===== config.mk =====
export PLATFORM = sky130hd
export DESIGN_NAME = ringbuffer_reader
export DESIGN_NICKNAME = d
export VERILOG_FILES = /design/src/rtl/ringbuffer_reader.sv
export SDC_FILE = /design/constraint.sdc
export NUM_CORES = 1
export LEC_CHECK = 0
export CAP_MARGIN = 20
export CORE_MARGIN = 5
export CORE_UTILIZATION = 45
export DETAILED_ROUTE_END_ITERATION = 12
export GPL_ROUTABILITY_DRIVEN = 0
export GPL_TIMING_DRIVEN = 0
export PLACE_DENSITY_LB_ADDON = 0.2
export SYNTH_ARGS = -nofsm -noshare
export SYNTH_HDL_FRONTEND = slang
export SYNTH_SLANG_ARGS = --single-unit

===== constraint.sdc =====
create_clock -name clk -period 3.75 [get_ports clk]
set_input_delay 0.375 -clock clk [delete_from_list [all_inputs] [get_ports clk]]
set_output_delay 0.375 -clock clk [all_outputs]
set_load 0.05 [all_outputs]

===== src/rtl/ringbuffer_reader.sv =====
// Trigger-driven readout of a fixed window from the PMT ring buffer into a valid/ready stream.
// A 4-entry first-word-fall-through FIFO absorbs the ring buffer's 2-cycle read latency.
module ringbuffer_reader #(
  parameter int SIZE        = 12,
  parameter int WIDTH       = 14,
  parameter int PRE_SAMPLES = 16,
  parameter int WINDOW      = 64
) (
  input  logic             clk,
  input  logic             rst,
  input  logic             trig,
  input  logic             wr_strobe,
  input  logic [SIZE-1:0]  waddr,
  output logic [SIZE-1:0]  rb_ain,
  output logic             rb_rd_en,
  input  logic [WIDTH-1:0] rb_dout,
  output logic [WIDTH-1:0] out_data,
  output logic             out_valid,
  input  logic             out_ready,
  output logic             out_last,
  output logic             busy,
  output logic             overrun,
  output logic             trig_dropped
);
  localparam int NUMWORDS = 2 ** SIZE;
  localparam int CW       = SIZE + 3;
  localparam int LAT      = 2;
  localparam int DEPTH    = 4;

  typedef enum logic [1:0] {IDLE, READ, DRAIN} state_t;
  state_t state_reg, state_next;

  logic [SIZE-1:0]  start_reg;
  logic [SIZE:0]    k_reg;
  logic [SIZE:0]    wcnt_reg;
  logic             overrun_reg;
  logic [LAT-1:0]   tag_valid_reg;
  logic [LAT-1:0]   tag_last_reg;

  logic [WIDTH:0]   fifo_mem [DEPTH];
  logic [1:0]       wr_ptr_reg;
  logic [1:0]       rd_ptr_reg;
  logic [2:0]       count_reg;

  logic [CW-1:0]    k_ext;
  logic [CW-1:0]    avail;
  logic [3:0]       occupancy;
  logic             issue;
  logic             issue_last;
  logic             push;
  logic             pop;
  logic [WIDTH:0]   head;

  // Compares run wider than k so PRE_SAMPLES + wcnt can never wrap before the test
  assign k_ext      = CW'(k_reg);
  assign avail      = CW'(PRE_SAMPLES) + CW'(wcnt_reg);
  assign occupancy  = {1'b0, count_reg} + 4'($countones(tag_valid_reg));
  assign issue      = (state_reg == READ) && (k_ext < avail) &&
                      (occupancy < 4'(DEPTH)) && (k_ext < CW'(WINDOW));
  assign issue_last = issue && (k_ext == CW'(WINDOW - 1));
  assign push       = tag_valid_reg[LAT-1];
  assign pop        = out_valid && out_ready;
  assign head       = fifo_mem[rd_ptr_reg];

  assign rb_ain       = start_reg + k_reg[SIZE-1:0];
  assign rb_rd_en     = tag_valid_reg[0];
  assign out_valid    = (count_reg != 3'd0);
  assign out_data     = out_valid ? head[WIDTH-1:0] : '0;
  assign out_last     = out_valid && head[WIDTH];
  assign busy         = (state_reg != IDLE);
  assign overrun      = overrun_reg;
  assign trig_dropped = trig && !rst && busy;

  always_comb begin
    state_next = state_reg;
    case (state_reg)
      IDLE:    if (trig) state_next = READ;
      READ:    if (issue_last) state_next = DRAIN;
      DRAIN:   if (pop && out_last) state_next = IDLE;
      default: state_next = IDLE;
    endcase
  end

  always_ff @(posedge clk) begin
    if (rst) begin
      state_reg   <= IDLE;
      start_reg   <= '0;
      k_reg       <= '0;
      wcnt_reg    <= '0;
      overrun_reg <= 1'b0;
    end else begin
      state_reg <= state_next;
      if (state_reg == IDLE) begin
        if (trig) begin
          start_reg   <= waddr - SIZE'(PRE_SAMPLES);
          k_reg       <= '0;
          wcnt_reg    <= {{SIZE{1'b0}}, wr_strobe};
          overrun_reg <= 1'b0;
        end
      end else begin
        if (wr_strobe && (wcnt_reg != '1)) wcnt_reg <= wcnt_reg + 1'b1;
        if (issue) begin
          k_reg <= k_reg + 1'b1;
          // The writer has lapped this slot at least once since the trigger
          if (avail >= CW'(NUMWORDS) + k_ext) overrun_reg <= 1'b1;
        end
      end
    end
  end

  // Valid/last tags travel alongside each read through the buffer's latency
  always_ff @(posedge clk) begin
    if (rst) begin
      tag_valid_reg <= '0;
      tag_last_reg  <= '0;
    end else begin
      tag_valid_reg <= {tag_valid_reg[LAT-2:0], issue};
      tag_last_reg  <= {tag_last_reg[LAT-2:0], issue_last};
    end
  end

  always_ff @(posedge clk) begin
    if (push) fifo_mem[wr_ptr_reg] <= {tag_last_reg[LAT-1], rb_dout};
  end

  always_ff @(posedge clk) begin
    if (rst) begin
      wr_ptr_reg <= '0;
      rd_ptr_reg <= '0;
      count_reg  <= '0;
    end else begin
      if (push) wr_ptr_reg <= wr_ptr_reg + 1'b1;
      if (pop)  rd_ptr_reg <= rd_ptr_reg + 1'b1;
      count_reg <= count_reg + 3'(push) - 3'(pop);
    end
  end

endmodule


==> impl_metrics.env <==
export IMPL_status="completed"
export IMPL_grt_pass1_vias=4385
export IMPL_synth_cell_types=53
export IMPL_dr_wl_met3_um=518
export IMPL_overflow=0
export IMPL_vias_per_cell=5.29
export IMPL_setup_ws_ns=0.306
export IMPL_cts_sink_count=114
export IMPL_largest_reg_flops=60
export IMPL_startpoint="k_reg[0]"
export IMPL_ys_seq_elements=114
export IMPL_r2r_cells=10
export IMPL_synth_warnings=0
export IMPL_irDropWorstVdd_mv=0.303
export IMPL_detail_route_iter0_violations=342
export IMPL_diodes=0
export IMPL_finalSetupViolCount=0
export IMPL_leakagePower_nw=2.71
export IMPL_cp_slowest_stage_delay_ns=0.56
export IMPL_crit_end="rb_ain[10]"
export IMPL_period_minus_slack_ns=3.44
export IMPL_tightest_slew_ns=0.808
export IMPL_fin_hold_ws_ns=0.441
export IMPL_dr_wl_met2_um=6450
export IMPL_wl_met1_um=5580
export IMPL_crit_type="flop to primary output"
export IMPL_drc=0
export IMPL_ys_async_sr_fraction_pct=0
export IMPL_yosys_most_used_dff="edfxtp_1"
export IMPL_dp_hpwl_um=9330
export IMPL_fin_tns_setup_ns=0
export IMPL_die_area_um2=15500
export IMPL_vias=4330
export IMPL_avgSynthCellArea_um2=10.7
export IMPL_clk_pin_slew_ns=0.05
export IMPL_power_density_nw_per_um2=560
export IMPL_grt_max_degree=17
export IMPL_routed_wl_um=12800
export IMPL_area_delta_synth_final_pct=23.8
export IMPL_fmax_mhz=290
export IMPL_yosysSeqAreaShare_pct=48.8
export IMPL_initial_utilization_pct=46.3
export IMPL_cts_root_buf="clkbuf_16"
export IMPL_slew_headroom_pct=46.1
export IMPL_cts_tree="yes"
export IMPL_synth_edf_count=60
export IMPL_power_mw=4.09
export IMPL_cp_top_family="compound AO/OA/AOI/OAI gates"
export IMPL_maxSlewViolCount=0
export IMPL_cp_data_required_time_ns=3.38
export IMPL_critPathCaptureType="primary output"
export IMPL_layout_drive_gt1_share_pct=8.51
export IMPL_r2r_slack_ns=0.37
export IMPL_worstPathArrival_ns=3.07
export IMPL_numCtsBuffers=17
export IMPL_grt_use_total_pct=17.0
export IMPL_port_buffer_count=62
export IMPL_post_place_ws_ns=0.269
export IMPL_num_rows=41
export IMPL_path_max_fanout=6
export IMPL_ioPinCount=63
export IMPL_antenna_found_initial=0
export IMPL_postSynthCellCount=552
export IMPL_worstSkewPairLatency_ns=0.41
export IMPL_cts_buffer_depth=2
export IMPL_top_layer_used="met4"
export IMPL_rsz0062_at_grt="no"
export IMPL_ant_nets=0
export IMPL_start_kind="flop"
export IMPL_finalClockSkew_ns=0.00587
export IMPL_syn_num_nets=635
export IMPL_critical_path_cell_chain="ha_1, inv_1, fa_1, nor2b_1, o21ai_0, a21oi_1, o211ai_1, o311ai_1, dlygate4sd2_1"
export IMPL_fin_nets=716
export IMPL_cts_max_level=4
export IMPL_reg2reg_to="overrun"
export IMPL_grt_pass1_wl_um=21100
export IMPL_maxCapViolCount=0
export IMPL_slowest_stage="dlygate4sd2_1"
export IMPL_r2r_start="wcnt_reg[4]"
export IMPL_die_w_um=125
export IMPL_crit_buf_inv=2
export IMPL_post_cts_buffers=0
export IMPL_synth_area_um2=5910
export IMPL_hold_class="flop to flop"
export IMPL_dr_pass1_iters=4
export IMPL_finalHoldViolCount=0
export IMPL_dieHeight_um=125
export IMPL_core_area_um2=12800
export IMPL_min_period_over_period_pct=91.8
export IMPL_cp_depth=9
export IMPL_final_core_util_pct=57.3
export IMPL_wire_per_inst_um=15.7
## layout by cell type, fill, tap and decap left out, types with 4 or more instances in the layout
| master | instances |
|---|---|
| nor3_1 | 9 |
| dfxtp_1 | 54 |
| clkbuf_1 | 15 |
| buf_2 | 4 |
| o21bai_1 | 4 |
| edfxtp_1 | 60 |
| o31ai_1 | 5 |
| mux4_2 | 15 |
| nor2_1 | 59 |
| clkinv_2 | 5 |
| ha_1 | 50 |
| clkbuf_16 | 17 |
| or3_1 | 4 |
| nand4_1 | 6 |
| clkdlybuf4s50_1 | 58 |
| mux2i_1 | 5 |
| nand2_1 | 35 |
| xor2_1 | 6 |
| a21oi_1 | 22 |
| nor4_1 | 9 |
| nand2b_1 | 8 |
| inv_1 | 44 |
| xnor2_1 | 21 |
| nand3_1 | 16 |
| a211oi_1 | 11 |
| nor2b_1 | 5 |
| and2_1 | 20 |
| o21ai_0 | 24 |
## cell usage after synthesis, types with 3 or more instances
| library cell | n | area, um^2 |
|---|---|---|
| edfxtp_1 | 60 | 1800 |
| nor2_1 | 59 | 221 |
| dfxtp_1 | 54 | 1080 |
| ha_1 | 50 | 626 |
| inv_1 | 44 | 165 |
| nand2_1 | 35 | 131 |
| o21ai_0 | 24 | 120 |
| a21oi_1 | 22 | 110 |
| xnor2_1 | 21 | 184 |
| and2_1 | 20 | 125 |
| nand3_1 | 16 | 80.1 |
| clkbuf_1 | 15 | 56.3 |
| mux4_2 | 15 | 338 |
| a211oi_1 | 11 | 82.6 |
| nor3_1 | 9 | 45.0 |
| nor4_1 | 9 | 56.3 |
| nand2b_1 | 8 | 50.1 |
| nand4_1 | 6 | 37.5 |
| xor2_1 | 6 | 52.6 |
| mux2i_1 | 5 | 50.1 |
| nor2b_1 | 5 | 31.3 |
| o31ai_1 | 5 | 37.5 |
| buf_2 | 4 | 20.0 |
| o21bai_1 | 4 | 30.0 |
| or3_1 | 4 | 25.0 |
| a21o_1 | 3 | 22.5 |
| and3_1 | 3 | 18.8 |
## routing by layer
metal / vias up / GRT usage [%]
li1: 2143 / -
met1: 2069 / 20.0
met2: 100 / 29.2
met3: 18 / 4.37
met4: 0 / 7.22
met5: - / 0
## worst min-delay path by stage
stage | slack [ns] | start | endpoint | cells past startpoint
detailed placement | 0.43 | tag_last_reg[0] | tag_last_reg[1] | 1
floorplan | 0.41 | tag_last_reg[0] | tag_last_reg[1] | 1
global placement | 0.43 | tag_last_reg[0] | tag_last_reg[1] | 1
global route | 0.47 | tag_last_reg[0] | tag_last_reg[1] | 1
finish | 0.44 | tag_last_reg[0] | tag_last_reg[1] | 1
CTS | 0.45 | tag_last_reg[0] | tag_last_reg[1] | 1
## what timing repair did
item / CTS / global route
gates resized for setup: 2 / 5
hold buffers: 0 / 0
setup endpoints to repair: 2 / 3
hold endpoints to repair: 0 / 0
## worst reg2reg max path, cell delays in order, from the launching register on
cell	delay, ns
dfxtp_1	0.48
ha_1	0.20
clkbuf_1	0.32
nand4_1	0.17
xnor2_1	0.23
ha_1	0.31
o221ai_1	0.25
a41oi_1	0.10
a211oi_2	0.65
nor2_1	0.23
o221a_2	0.32
## cell type report
cell class / count / area (um^2)
buffer: 21 / 83.8
timing repair buffer: 62 / 619
clock inverter: 15 / 143
inverter: 44 / 165
multi-input combinational: 373 / 2780
sequential: 114 / 2880
tap: 172 / 215
clock buffer: 17 / 425
fill: 1084 / 5460
## kinds of logic after synthesis
kind of cell	Yosys count	synth area share (%)
AOI/OAI and AO/OA	90	9.95
and+or+nand+nor	184	15.2
xor gates and xnor gates	27	4.00
muxes	20	6.56
DFF	114	48.8
buffers and inverters	65	4.21
adders and majority gates	52	11.3
## power by group
part           leakage, nW  switching, mW  internal [mW]
clock                0.278          0.564          0.968
combinational         1.45          0.706          0.450
sequential           0.983         0.0420           1.36
## through the flow
step	area, um^2	cells
after floorplan	5910	552
after global placement	6750	786
after detailed placement	6750	786
after CTS	7310	818
after global routing	7310	818
final	7310	818
(Power assumes the default switching activity.)
